[config.mk]
export PLATFORM = sky130hd
export DESIGN_NAME = memory_arbiter_flat
export DESIGN_NICKNAME = d
export VERILOG_FILES = /design/src/rtl/memory_arbiter_if.sv /design/src/rtl/memory_arbiter.sv /design/src/flat_wrapper.sv
export SDC_FILE = /design/constraint.sdc
export NUM_CORES = 1
export LEC_CHECK = 0
export CAP_MARGIN = 20
export CORE_ASPECT_RATIO = 0.9
export CORE_UTILIZATION = 40
export CTS_BUF_LIST = sky130_fd_sc_hd__clkbuf_8
export DETAILED_ROUTE_END_ITERATION = 16
export PLACE_DENSITY = 0.77
export SETUP_SLACK_MARGIN = 0.3
export SYNTH_ARGS = -nofsm -noshare
export SYNTH_HDL_FRONTEND = slang
export SYNTH_SLANG_ARGS = --single-unit
[constraint.sdc]
create_clock -name clock -period 3.51 [get_ports clock]
set_input_delay 0.5265 -clock clock [delete_from_list [all_inputs] [get_ports clock]]
set_output_delay 0.5265 -clock clock [all_outputs]
set_load 0.005 [all_outputs]
[src/rtl/memory_arbiter_if.sv]
// Bundles the requester handshakes, the memory data port and the status
// outputs of the arbiter; the arbiter takes the slave view, the environment the master view.
interface memory_arbiter_if #(
  parameter int DW         = 32,
  parameter int ADDR_WIDTH = 14
);
  logic                  cpu_request;
  logic                  cpu_write;
  logic [ADDR_WIDTH-1:0] cpu_address;
  logic [DW-1:0]         cpu_data_in;
  logic                  cpu_ack;
  logic [DW-1:0]         cpu_data_out;

  logic                  dma_request;
  logic                  dma_write;
  logic [ADDR_WIDTH-1:0] dma_address;
  logic [DW-1:0]         dma_data_in;
  logic                  dma_ack;
  logic [DW-1:0]         dma_data_out;

  logic [ADDR_WIDTH-1:0] mem_address;
  logic [DW-1:0]         mem_input_data;
  logic                  mem_write_enable;
  logic [DW-1:0]         mem_output_data;

  logic                  busy;
  logic                  grant_dma;

  modport slave (
    input  cpu_request, cpu_write, cpu_address, cpu_data_in,
    input  dma_request, dma_write, dma_address, dma_data_in,
    input  mem_output_data,
    output cpu_ack, cpu_data_out, dma_ack, dma_data_out,
    output mem_address, mem_input_data, mem_write_enable,
    output busy, grant_dma
  );

  modport master (
    output cpu_request, cpu_write, cpu_address, cpu_data_in,
    output dma_request, dma_write, dma_address, dma_data_in,
    output mem_output_data,
    input  cpu_ack, cpu_data_out, dma_ack, dma_data_out,
    input  mem_address, mem_input_data, mem_write_enable,
    input  busy, grant_dma
  );
endinterface

[src/rtl/memory_arbiter.sv]
// Two-port (CPU priority, DMA anti-starvation) arbiter for a single memory data port.
// IDLE -> ISSUE -> DONE per transaction; ack in the DONE cycle, one transaction per 3 cycles.
module memory_arbiter #(
  parameter int DW         = 32,
  parameter int ADDR_WIDTH = 14,
  parameter int MAX_WAIT   = 4
) (
  input logic              clock,
  input logic              reset,
  memory_arbiter_if.slave  bus
);

  localparam logic [1:0] S_IDLE  = 2'd0;
  localparam logic [1:0] S_ISSUE = 2'd1;
  localparam logic [1:0] S_DONE  = 2'd2;

  localparam logic [3:0] WAIT_LIMIT = 4'(MAX_WAIT);

  logic [1:0]            state_q, state_d;
  logic [3:0]            wait_q, wait_d;
  logic                  grant_q, grant_d;
  logic                  wr_q, wr_d;
  logic                  we_q, we_d;
  logic [ADDR_WIDTH-1:0] addr_q, addr_d;
  logic [DW-1:0]         wdata_q, wdata_d;
  logic [DW-1:0]         cpu_dout_q, cpu_dout_d;
  logic [DW-1:0]         dma_dout_q, dma_dout_d;
  logic                  dma_wins;
  logic                  done_rd;

  assign dma_wins = bus.dma_request && (!bus.cpu_request || (wait_q == WAIT_LIMIT));

  always_comb begin
    state_d    = state_q;
    wait_d     = wait_q;
    grant_d    = grant_q;
    wr_d       = wr_q;
    we_d       = we_q;
    addr_d     = addr_q;
    wdata_d    = wdata_q;
    cpu_dout_d = cpu_dout_q;
    dma_dout_d = dma_dout_q;

    case (state_q)
      S_IDLE: begin
        we_d = 1'b0;
        if (bus.cpu_request || bus.dma_request) begin
          state_d = S_ISSUE;
          grant_d = dma_wins;
          if (dma_wins) begin
            addr_d  = bus.dma_address;
            wr_d    = bus.dma_write;
            we_d    = bus.dma_write;
            wdata_d = bus.dma_data_in;
            wait_d  = 4'd0;
          end else begin
            addr_d  = bus.cpu_address;
            wr_d    = bus.cpu_write;
            we_d    = bus.cpu_write;
            wdata_d = bus.cpu_data_in;
            if (bus.dma_request && (wait_q != WAIT_LIMIT)) begin
              wait_d = wait_q + 4'd1;
            end
          end
        end
      end
      S_ISSUE: begin
        // The write commits at this closing edge; address and data stay put.
        we_d    = 1'b0;
        state_d = S_DONE;
      end
      S_DONE: begin
        state_d = S_IDLE;
        if (!wr_q) begin
          if (grant_q) begin
            dma_dout_d = bus.mem_output_data;
          end else begin
            cpu_dout_d = bus.mem_output_data;
          end
        end
      end
      default: state_d = S_IDLE;
    endcase
  end

  always_ff @(posedge clock or negedge reset) begin
    if (!reset) begin
      state_q    <= S_IDLE;
      wait_q     <= 4'd0;
      grant_q    <= 1'b0;
      wr_q       <= 1'b0;
      we_q       <= 1'b0;
      addr_q     <= '0;
      wdata_q    <= '0;
      cpu_dout_q <= '0;
      dma_dout_q <= '0;
    end else begin
      state_q    <= state_d;
      wait_q     <= wait_d;
      grant_q    <= grant_d;
      wr_q       <= wr_d;
      we_q       <= we_d;
      addr_q     <= addr_d;
      wdata_q    <= wdata_d;
      cpu_dout_q <= cpu_dout_d;
      dma_dout_q <= dma_dout_d;
    end
  end

  // Memory read data only arrives after the ISSUE-closing edge, so the owner's
  // data_out passes it straight through during DONE and the register holds it afterwards.
  assign done_rd = (state_q == S_DONE) && !wr_q;

  assign bus.cpu_ack          = (state_q == S_DONE) && !grant_q;
  assign bus.dma_ack          = (state_q == S_DONE) &&  grant_q;
  assign bus.cpu_data_out     = (done_rd && !grant_q) ? bus.mem_output_data : cpu_dout_q;
  assign bus.dma_data_out     = (done_rd &&  grant_q) ? bus.mem_output_data : dma_dout_q;
  assign bus.mem_address      = addr_q;
  assign bus.mem_input_data   = wdata_q;
  assign bus.mem_write_enable = we_q;
  assign bus.busy             = (state_q != S_IDLE);
  assign bus.grant_dma        = (state_q != S_IDLE) && grant_q;

endmodule

[src/flat_wrapper.sv]
// flat-port wrapper written by rule: the top's interface ports become plain ports
module memory_arbiter_flat 
#(
  parameter int DW         = 32,
  parameter int ADDR_WIDTH = 14,
  parameter int MAX_WAIT   = 4
)
  (clock, reset, bus_cpu_request, bus_cpu_write, bus_cpu_address, bus_cpu_data_in, bus_dma_request, bus_dma_write, bus_dma_address, bus_dma_data_in, bus_mem_output_data, bus_cpu_ack, bus_cpu_data_out, bus_dma_ack, bus_dma_data_out, bus_mem_address, bus_mem_input_data, bus_mem_write_enable, bus_busy, bus_grant_dma);
  memory_arbiter_if #(.DW(DW), .ADDR_WIDTH(ADDR_WIDTH)) bus_i ();
  input logic clock;
  input logic reset;
  input wire logic [$bits(bus_i.cpu_request)-1:0] bus_cpu_request;
  input wire logic [$bits(bus_i.cpu_write)-1:0] bus_cpu_write;
  input wire logic [$bits(bus_i.cpu_address)-1:0] bus_cpu_address;
  input wire logic [$bits(bus_i.cpu_data_in)-1:0] bus_cpu_data_in;
  input wire logic [$bits(bus_i.dma_request)-1:0] bus_dma_request;
  input wire logic [$bits(bus_i.dma_write)-1:0] bus_dma_write;
  input wire logic [$bits(bus_i.dma_address)-1:0] bus_dma_address;
  input wire logic [$bits(bus_i.dma_data_in)-1:0] bus_dma_data_in;
  input wire logic [$bits(bus_i.mem_output_data)-1:0] bus_mem_output_data;
  output wire logic [$bits(bus_i.cpu_ack)-1:0] bus_cpu_ack;
  output wire logic [$bits(bus_i.cpu_data_out)-1:0] bus_cpu_data_out;
  output wire logic [$bits(bus_i.dma_ack)-1:0] bus_dma_ack;
  output wire logic [$bits(bus_i.dma_data_out)-1:0] bus_dma_data_out;
  output wire logic [$bits(bus_i.mem_address)-1:0] bus_mem_address;
  output wire logic [$bits(bus_i.mem_input_data)-1:0] bus_mem_input_data;
  output wire logic [$bits(bus_i.mem_write_enable)-1:0] bus_mem_write_enable;
  output wire logic [$bits(bus_i.busy)-1:0] bus_busy;
  output wire logic [$bits(bus_i.grant_dma)-1:0] bus_grant_dma;
  assign bus_i.cpu_request = bus_cpu_request;
  assign bus_i.cpu_write = bus_cpu_write;
  assign bus_i.cpu_address = bus_cpu_address;
  assign bus_i.cpu_data_in = bus_cpu_data_in;
  assign bus_i.dma_request = bus_dma_request;
  assign bus_i.dma_write = bus_dma_write;
  assign bus_i.dma_address = bus_dma_address;
  assign bus_i.dma_data_in = bus_dma_data_in;
  assign bus_i.mem_output_data = bus_mem_output_data;
  assign bus_cpu_ack = bus_i.cpu_ack;
  assign bus_cpu_data_out = bus_i.cpu_data_out;
  assign bus_dma_ack = bus_i.dma_ack;
  assign bus_dma_data_out = bus_i.dma_data_out;
  assign bus_mem_address = bus_i.mem_address;
  assign bus_mem_input_data = bus_i.mem_input_data;
  assign bus_mem_write_enable = bus_i.mem_write_enable;
  assign bus_busy = bus_i.busy;
  assign bus_grant_dma = bus_i.grant_dma;
  memory_arbiter #(.DW(DW), .ADDR_WIDTH(ADDR_WIDTH), .MAX_WAIT(MAX_WAIT)) u_core (.clock(clock), .reset(reset), .bus(bus_i));
endmodule
=== Word level (Yosys, flattened, before mapping) ===
Cells that the tools add are included.

* Bits in registers: 119
* Input bits: 130
* Output and inout bits: 115
* Logic and storage cells: 49

* Add/subtract/negate cells: 1
* Eq/ne operators: 5
* Muxes and demuxes: 11
* Bitwise operators: 2
* Reductions and logical operators: 21

{| class="wikitable"
|+ Operators with widths
! operator !! count
|-
| 2-to-1 mux 32 bit || 3
|-
| 2-to-1 mux 14 bit || 1
|-
| AND reduction 3 bit || 3
|-
| logical AND 1 bit || 8
|-
| 2-to-1 mux 4 bit || 2
|-
| nonzero test 2 bit || 3
|-
| adder 4 x 1 -> 4 bit, second input constant || 1
|-
| == test 4 x 3 -> 1 bit, second input constant || 1
|-
| inequality test 4 x 3 -> 1 bit, second input constant || 1
|-
| one-hot mux 2 bit (2 select lines) || 1
|-
| logical NOT 1 bit || 3
|-
| == test 2 x 1 -> 1 bit, second input constant || 1
|-
| == test 2 bit, second input constant || 1
|-
| logical NOT 2 bit || 1
|-
| logical OR 1 bit || 2
|-
| 2-to-1 mux 1 bit || 2
|-
| 2-to-1 mux 2 bit || 1
|-
| inequality test 2 x 1 -> 1 bit, second input constant || 1
|-
| inverter 1 bit || 2
|-
| one-hot mux 1 bit (2 select lines) || 1
|-
| AND reduction 2 bit || 1
|}

=== Longest topological paths before layout ===
Gate-level depths: netlist of run 1.

* Depth in word-level cells: 6
* Gate-level depth with buffers: 7
* Depth with buffers taken out: 5

=== Worst setup path before layout of run 1 ===
No wires, ideal clock.

* Path type: register to output
* Start point: register u_core.state_q[1]
* End point: output port bus_cpu_data_out[0]
* Arrival: 1.395 ns
* Data required time: 2.984 ns
* Path slack: 1.589 ns
* Cell stages (with the launch flop): 6
* Path buffers: 2
* Path through: dfrtp_1 > nor3b_2 > and2_1 > buf_4 > buf_6 > mux2_1

* Longest elaborated chain between the ends: 4

{| class="wikitable"
|+ Ends and longest elaborated chain
! item !! line !! text
|-
| start: declaration || memory_arbiter.sv:19 || <nowiki>logic [1:0] state_q, state_d;</nowiki>
|-
| start signal: assignment || memory_arbiter.sv:98 || <nowiki>state_q <= state_d;</nowiki>
|-
| == test 2 bit || memory_arbiter.sv:112 || <nowiki>assign done_rd = (state_q == S_DONE) && !wr_q;</nowiki>
|-
| logical AND 1 bit || memory_arbiter.sv:112 ||
|-
| logical AND 1 bit || memory_arbiter.sv:116 || <nowiki>assign bus.cpu_data_out = (done_rd && !grant_q) ? bus.mem_output_data : cpu_dout_q;</nowiki>
|-
| 2-to-1 mux 32 bit || memory_arbiter.sv:116 ||
|-
| end: declaration || flat_wrapper.sv:22 || <nowiki>output wire logic [$bits(bus_i.cpu_data_out)-1:0] bus_cpu_data_out;</nowiki>
|}

No other way between the ends.

=== Worst setup path after layout of run 1 ===
* Start point: register u_core.state_q[0]
* End point: output port bus_dma_data_out[31]

* Longest elaborated chain between the ends: 4

{| class="wikitable"
|+ Ends and longest elaborated chain
! item !! line !! text
|-
| == test 2 bit || memory_arbiter.sv:112 ||
|-
| logical AND 1 bit || memory_arbiter.sv:112 ||
|-
| logical AND 1 bit || memory_arbiter.sv:117 || <nowiki>assign bus.dma_data_out = (done_rd && grant_q) ? bus.mem_output_data : dma_dout_q;</nowiki>
|-
| 2-to-1 mux 32 bit || memory_arbiter.sv:117 ||
|-
| end: declaration || flat_wrapper.sv:24 || <nowiki>output wire logic [$bits(bus_i.dma_data_out)-1:0] bus_dma_data_out;</nowiki>
|}

No other way between the ends.

==> results of run 1 <==
[through the flow]
step                      worst slack (ns)  cell area, um2
after floorplan                       1.59            5810
after global placement               0.805            8330
after detailed placement             0.734            8350
after CTS                            0.386            8720
after global routing                 0.310            8720
final                                0.445            8720
[flip-flops by register name (all words and copies together), names as in the netlist, 2 cells and up]
| name | cells |
|---|---|
| u_core.bus.mem_input_data | 32 |
| u_core.bus.mem_address | 14 |
| u_core.cpu_dout_q | 32 |
| u_core.wait_q | 4 |
| u_core.dma_dout_q | 32 |
| u_core.state_q | 2 |
[cells by family (layout without fill, tap and decap cells)]
kind of cell | count (synthesis) | after routing | share of synthesized area
and+or+nand+nor | 115 | 115 | 0.115
AOI/OAI and AO/OA | 57 | 57 | 0.0825
adders and majority gates | 2 | 2 | 0.00431
other | 0 | 1 | 0
DFF | 119 | 119 | 0.512
muxes | 96 | 96 | 0.205
buffers and inverters | 99 | 338 | 0.0807
[per-layer routing]
metal	vias to the layer above	GRT usage	wire [um]
li1	2257	-	-
met1	2334	0.252	6300
met2	221	0.364	7520
met3	22	0.106	1710
met4	0	0.0949	352
met5	-	0	0
[final cells by class]
| type | instances | share of cell area |
|---|---|---|
| diodes | 1 | 0.000287 |
| clock buffers | 20 | 0.0316 |
| clock inverters | 12 | 0.00990 |
| inverters | 53 | 0.0228 |
| multi-input cells | 270 | 0.273 |
| flip-flops and latches | 119 | 0.342 |
| well taps | 193 | 0.0277 |
| repair buffers | 253 | 0.293 |
[worst register-to-register path: stages, from the launching register on]
cell and delay, ns:
dfrtp_1 0.41, inv_1 0.06, ha_1 0.23, and3b_1 0.25, o21ai_4 0.34, buf_12 0.25
o221ai_1 0.16
[layout by cell type (no fill, tap or decap), drive strengths merged]
| master | instances |
|---|---|
| mux2 | 96 |
| buf | 11 |
| o2111ai | 1 |
| o211ai | 1 |
| o22ai | 1 |
| bufinv | 1 |
| and2 | 2 |
| clkbuf | 20 |
| o21ai | 3 |
| nand4b | 1 |
| nand2b | 2 |
| or3b | 1 |
| o31ai | 1 |
| nand3 | 49 |
| or2 | 1 |
| o2bb2ai | 1 |
| a21oi | 1 |
| nand2 | 3 |
| a21o | 1 |
| nand4 | 48 |
| nor3b | 2 |
| nor2 | 1 |
| clkinv | 6 |
| nand3b | 1 |
| clkinvlp | 2 |
| nor2b | 2 |
| dfrtp | 119 |
| a31oi | 1 |
| o221ai | 46 |
| and3b | 2 |
| ha | 2 |
| diode | 1 |
| clkdlybuf4s50 | 242 |
| inv | 56 |
[timing repair]
item | 4_1_cts | 5_1_grt
endpoints found under the hold margin | 0 | 0
resized for setup | 1 | 0
setup endpoints to repair | 19 | 0
[power groups by stage]
stage | clock, mW | combinational [mW] | sequential [mW]
global route | 1.25 | 3.95 | 2.43
CTS | 1.17 | 3.68 | 2.36
floorplan | 0 | 1.78 | 2.31
global placement | 0 | 3.55 | 2.34
finish | 1.14 | 3.64 | 2.36
detailed placement | 0 | 3.66 | 2.38
[worst paths after layout]
kind                                      startpoint                             to  slack (ns)  depth (start not counted)
worst max-delay path               u_core.state_q[0]           bus_dma_data_out[31]        0.45                          5
worst min-delay path                           reset          u_core.cpu_dout_q[26]        0.22                          1
worst max register to register      u_core.wait_q[0]  u_core.bus.mem_input_data[12]        1.65                          6
worst min register to register  u_core.cpu_dout_q[9]           u_core.cpu_dout_q[9]        0.48                          1
max in group asynchronous                      reset          u_core.dma_dout_q[30]        2.47                          2
min in group clock              u_core.cpu_dout_q[9]           u_core.cpu_dout_q[9]        0.48                          1
==> results.toml, run 1 <==
[outcome]
status = "complete, no violations"

[worst_setup_path]
critPathLaunchType = "flip-flop"
cp_cell_sequence = "and3b_1 -> and2_4 -> buf_12 -> mux2_2 -> clkdlybuf4s50_1"
slowest_stage = "dfrtp_1"
required_ns = 2.98
critPathTopFamily = "buffers and inverters"
cp_slowest_stage_delay_ns = 0.46
critPathCaptureType = "output port"
crit_buf_inv = 2
crit_arrival_ns = 2.54
critPathMaxFanout = 21
critPathKind = "flip-flop to output port"

[cells_and_area]
layout.nets = 846
area_growth_pct = 50.0
multi_input_area_um2 = 2380
drive_gt1_frac = 0.116
seq_area_um2 = 2980
n_fill_cell = 1080
final_util = 0.618
final_cells = 921

[sta]
whs_ns = 0.222
clock.fmax_mhz = 326
setup_viol = 0
min_period_ns = 3.06
maxSlewViolCount = 0
finClkSkew_ns = 0.00694
rsz0062_at_grt = "false"
finalHoldViolCount = 0
tightest_slew_ns = 0.923
post-route-period-util = 0.873
slew_headroom = 0.384
tns_ns = 0

[clocking]
cts_max_level = 4
post-cts-setup-buffers = 0
path_clk_slew_ns = 0.07
clock_latency_ns = 0.44
cts_sinks = 119
clk_path_buf_depth = 2
cts_buffers = 17
root_buffer = "clkbuf_8"
tritoncts = "built"
cts_hold_buf = 0

[worst_hold_path]
hold_path.class = "input port to async pin"

[placement]
globalplace.congestion = 0.803
hpwl_um = 11100
dp.cells = 888
io_buffers = 244

[floorplanning]
io_pins = 245
initial_core_util = 0.412
core_um2 = 14100
die_w_um = 129
die-area_um2 = 15000
die_y_um = 116
placementRows = 41

[synth]
synth_flop_cell = "dfrtp_1"
synth_edf_count = 0
yosysWarnings = 0
synth_commonest_cells = "dfrtp_1 (119), mux2_1 (60), inv_1 (52), nand3_1 (49), nand4_1 (48)"
netlist_area_um2 = 5810
synth_area_leaders = "dfrtp_1 (51%), mux2_1 (12%), mux2_4 (7.8%)"
synth_seq_cells = 119
synthCells = 488
synth_largest_area_cell = "dfrtp_1"
synth_cell_types = 36
yosysSeqAreaShare = 0.512
syn-num-nets = 620
synth_most_common_cell = "dfrtp_1"
avgSynthCellArea_um2 = 11.9
synthArstFlopShare = 1.00
synth_top_area_share = 0.512

[global_route]
grt_pass1_vias = 4950
track_usage = 0.223
grt_max_degree = 71
grt-ovfl-total = 0
grt_pass1_wl_um = 25400
antenna_found_initial = 1

[power]
comb_power_share = 0.509
vdd_drop_max_mv = 0.350
p_clk_frac = 0.160
intPower_mw = 4.84
power_switching_mw = 2.30
power.density_nw_per_um2 = 819
swShare = 0.323
sequentialPowerShare = 0.331
total_power_mw = 7.14
p_leak_nw = 3.65

[drt]
finalWirelength_um = 15900
via_per_inst = 5.25
ant_nets = 0
via_count = 4834
drt-pass1-iter-count = 4
drt_iter0_markers = 175
avgRoutedWirePerCell_um = 17.2
drc = 0

[job]
drv_cap = 0
(Power assumes the default switching activity.)
==> run 2: changes to the inputs <==
--- a/config.mk
+++ b/config.mk
@@ -12,2 +12,3 @@
 export DETAILED_ROUTE_END_ITERATION = 16
+export GPL_ROUTABILITY_DRIVEN = 1
 export PLACE_DENSITY = 0.77
--- a/constraint.sdc
+++ b/constraint.sdc
@@ -3,2 +3,2 @@
 set_output_delay 0.5265 -clock clock [all_outputs]
-set_load 0.005 [all_outputs]
+set_load 0.01 [all_outputs]
==> run 2 against run 1 <==
Compared with the run above:
- via count rose by 1.8%
- largest power group unchanged
- clock skew rose by 0.0041 ns
- critical endpoint is now bus_cpu_data_out[29]
- sequential share of layout area fell by 0.47 points
==> results.toml, run 2 (synthesized netlist as in run 1, its figures left out) <==
[clocking]
root_buffer = "clkbuf_8"
cts_buffers = 17
cts_max_level = 4
cts_sinks = 119
clock_latency_ns = 0.43
cts_hold_buf = 0
path_clk_slew_ns = 0.07
clk_path_buf_depth = 2
tritoncts = "built"

[floorplanning]
die-area_um2 = 15000
core_um2 = 14100
die_y_um = 116
placementRows = 41
initial_core_util = 0.412
io_pins = 245
die_w_um = 129

[sta]
slew_headroom = 0.394
tightest_slew_ns = 0.909
tns_ns = 0
setup_viol = 0
post-route-period-util = 0.843
clock.fmax_mhz = 338
maxSlewViolCount = 0
rsz0062_at_grt = "false"
min_period_ns = 2.96
finalHoldViolCount = 0
finClkSkew_ns = 0.0111

[drt]
avgRoutedWirePerCell_um = 18.1
finalWirelength_um = 16700
drt-pass1-iter-count = 4
drt_iter0_markers = 212
drc = 0
via_count = 4920
via_per_inst = 5.32
ant_nets = 0

[job]
drv_cap = 0

[worst_setup_path]
critPathMaxFanout = 32
critPathKind = "flip-flop to output port"
required_ns = 2.98
critPathLaunchType = "flip-flop"
crit_arrival_ns = 2.43
critPathCaptureType = "output port"

[worst_hold_path]
hold_path.class = "input port to async pin"

[global_route]
grt_pass1_vias = 4909
grt_pass1_wl_um = 25600
grt-ovfl-total = 0
grt_max_degree = 70
track_usage = 0.225
antenna_found_initial = 1

[power]
power.density_nw_per_um2 = 869
p_leak_nw = 3.71
vdd_drop_max_mv = 0.376

[cells_and_area]
drive_gt1_frac = 0.122
mostFrequentLayoutCell = "clkdlybuf4s50_1"
mostFrequentLayoutCells = "clkdlybuf4s50_1 (242), dfrtp_1 (118), mux2_1 (60)"
layout.nets = 849
area_growth_pct = 52.2
final_util = 0.627

[placement]
io_buffers = 244
globalplace.congestion = 0.806
hpwl_um = 11400

[outcome]
status = "complete, no violations"
-- run 2: cell types whose count changed in the layout (fill, tap and decap cells not counted), sizes merged --
cell / change
bufinv: +2
clkbuf: +4
clkinv: -2
clkinvlp: -2
inv: -1
buf: +2
-- run 2: critical path, cell delays in order, from the launching register on --
cell and delay (ns):
dfrtp_1 0.46, nor3b_2 0.20, and2_2 0.24, buf_16 0.22, mux2_1 0.36, clkdlybuf4s50_1 0.51
-- run 2: cell type report --
cell class	instances	area, um2
clock inverters	9	121
diodes	1	2.50
repair buffers	256	2600
clock buffers	23	317
inverters	53	199
well taps	193	241
flip-flops and latches	119	2980
multi-input cells	270	2380
fillers	1082	5260
-- run 2: report_power, final --
| part | switching [mW] | total (mW) | internal, mW | leakage (nW) |
|---|---|---|---|---|
| clock | 0.542 | 1.35 | 0.810 | 0.234 |
| combinational | 1.73 | 3.96 | 2.24 | 2.01 |
| sequential | 0.334 | 2.37 | 2.04 | 1.46 |
| total | 2.60 | 7.69 | 5.08 | 3.71 |
-- run 2: final timing paths --
kind / from / to / slack [ns] / cells past startpoint
max: u_core.state_q[0] / bus_cpu_data_out[29] / 0.55 / 5
min: reset / u_core.cpu_dout_q[19] / 0.22 / 1
max reg2reg: u_core.wait_q[0] / u_core.bus.mem_input_data[14] / 1.64 / 6
min reg2reg: u_core.cpu_dout_q[9] / u_core.cpu_dout_q[9] / 0.48 / 1
max in group asynchronous: reset / u_core.bus.mem_input_data[23] / 2.49 / 2
min in group clock: u_core.cpu_dout_q[9] / u_core.cpu_dout_q[9] / 0.48 / 1
-- run 2: timing repair --
action                                  4_1_cts  5_1_grt
endpoints found under the hold margin         0        0
setup buffers                                 0        2
pin swaps                                     0        1
resized for setup                             1        2
gates cloned                                  0        1
endpoints found under the setup margin       21        4
-- run 2: per-layer routing --
layer | part of all wire | global-route usage
met5 | 0 | 0
met4 | 0.016 | 0.0949
met3 | 0.10 | 0.0925
met2 | 0.48 | 0.379
met1 | 0.40 | 0.253
-- run 2: per-stage QoR --
stage	power (mW)	area (um2)	setup slack, ns	instances	hold slack [ns]
floorplan	4.37	5810	1.48	488	0.231
global placement	6.17	8330	0.769	887	0.459
detailed placement	6.33	8350	0.699	888	0.470
CTS	7.72	8790	0.368	920	0.238
global route	8.16	8840	0.426	924	0.262
finish	7.69	8840	0.551	924	0.219
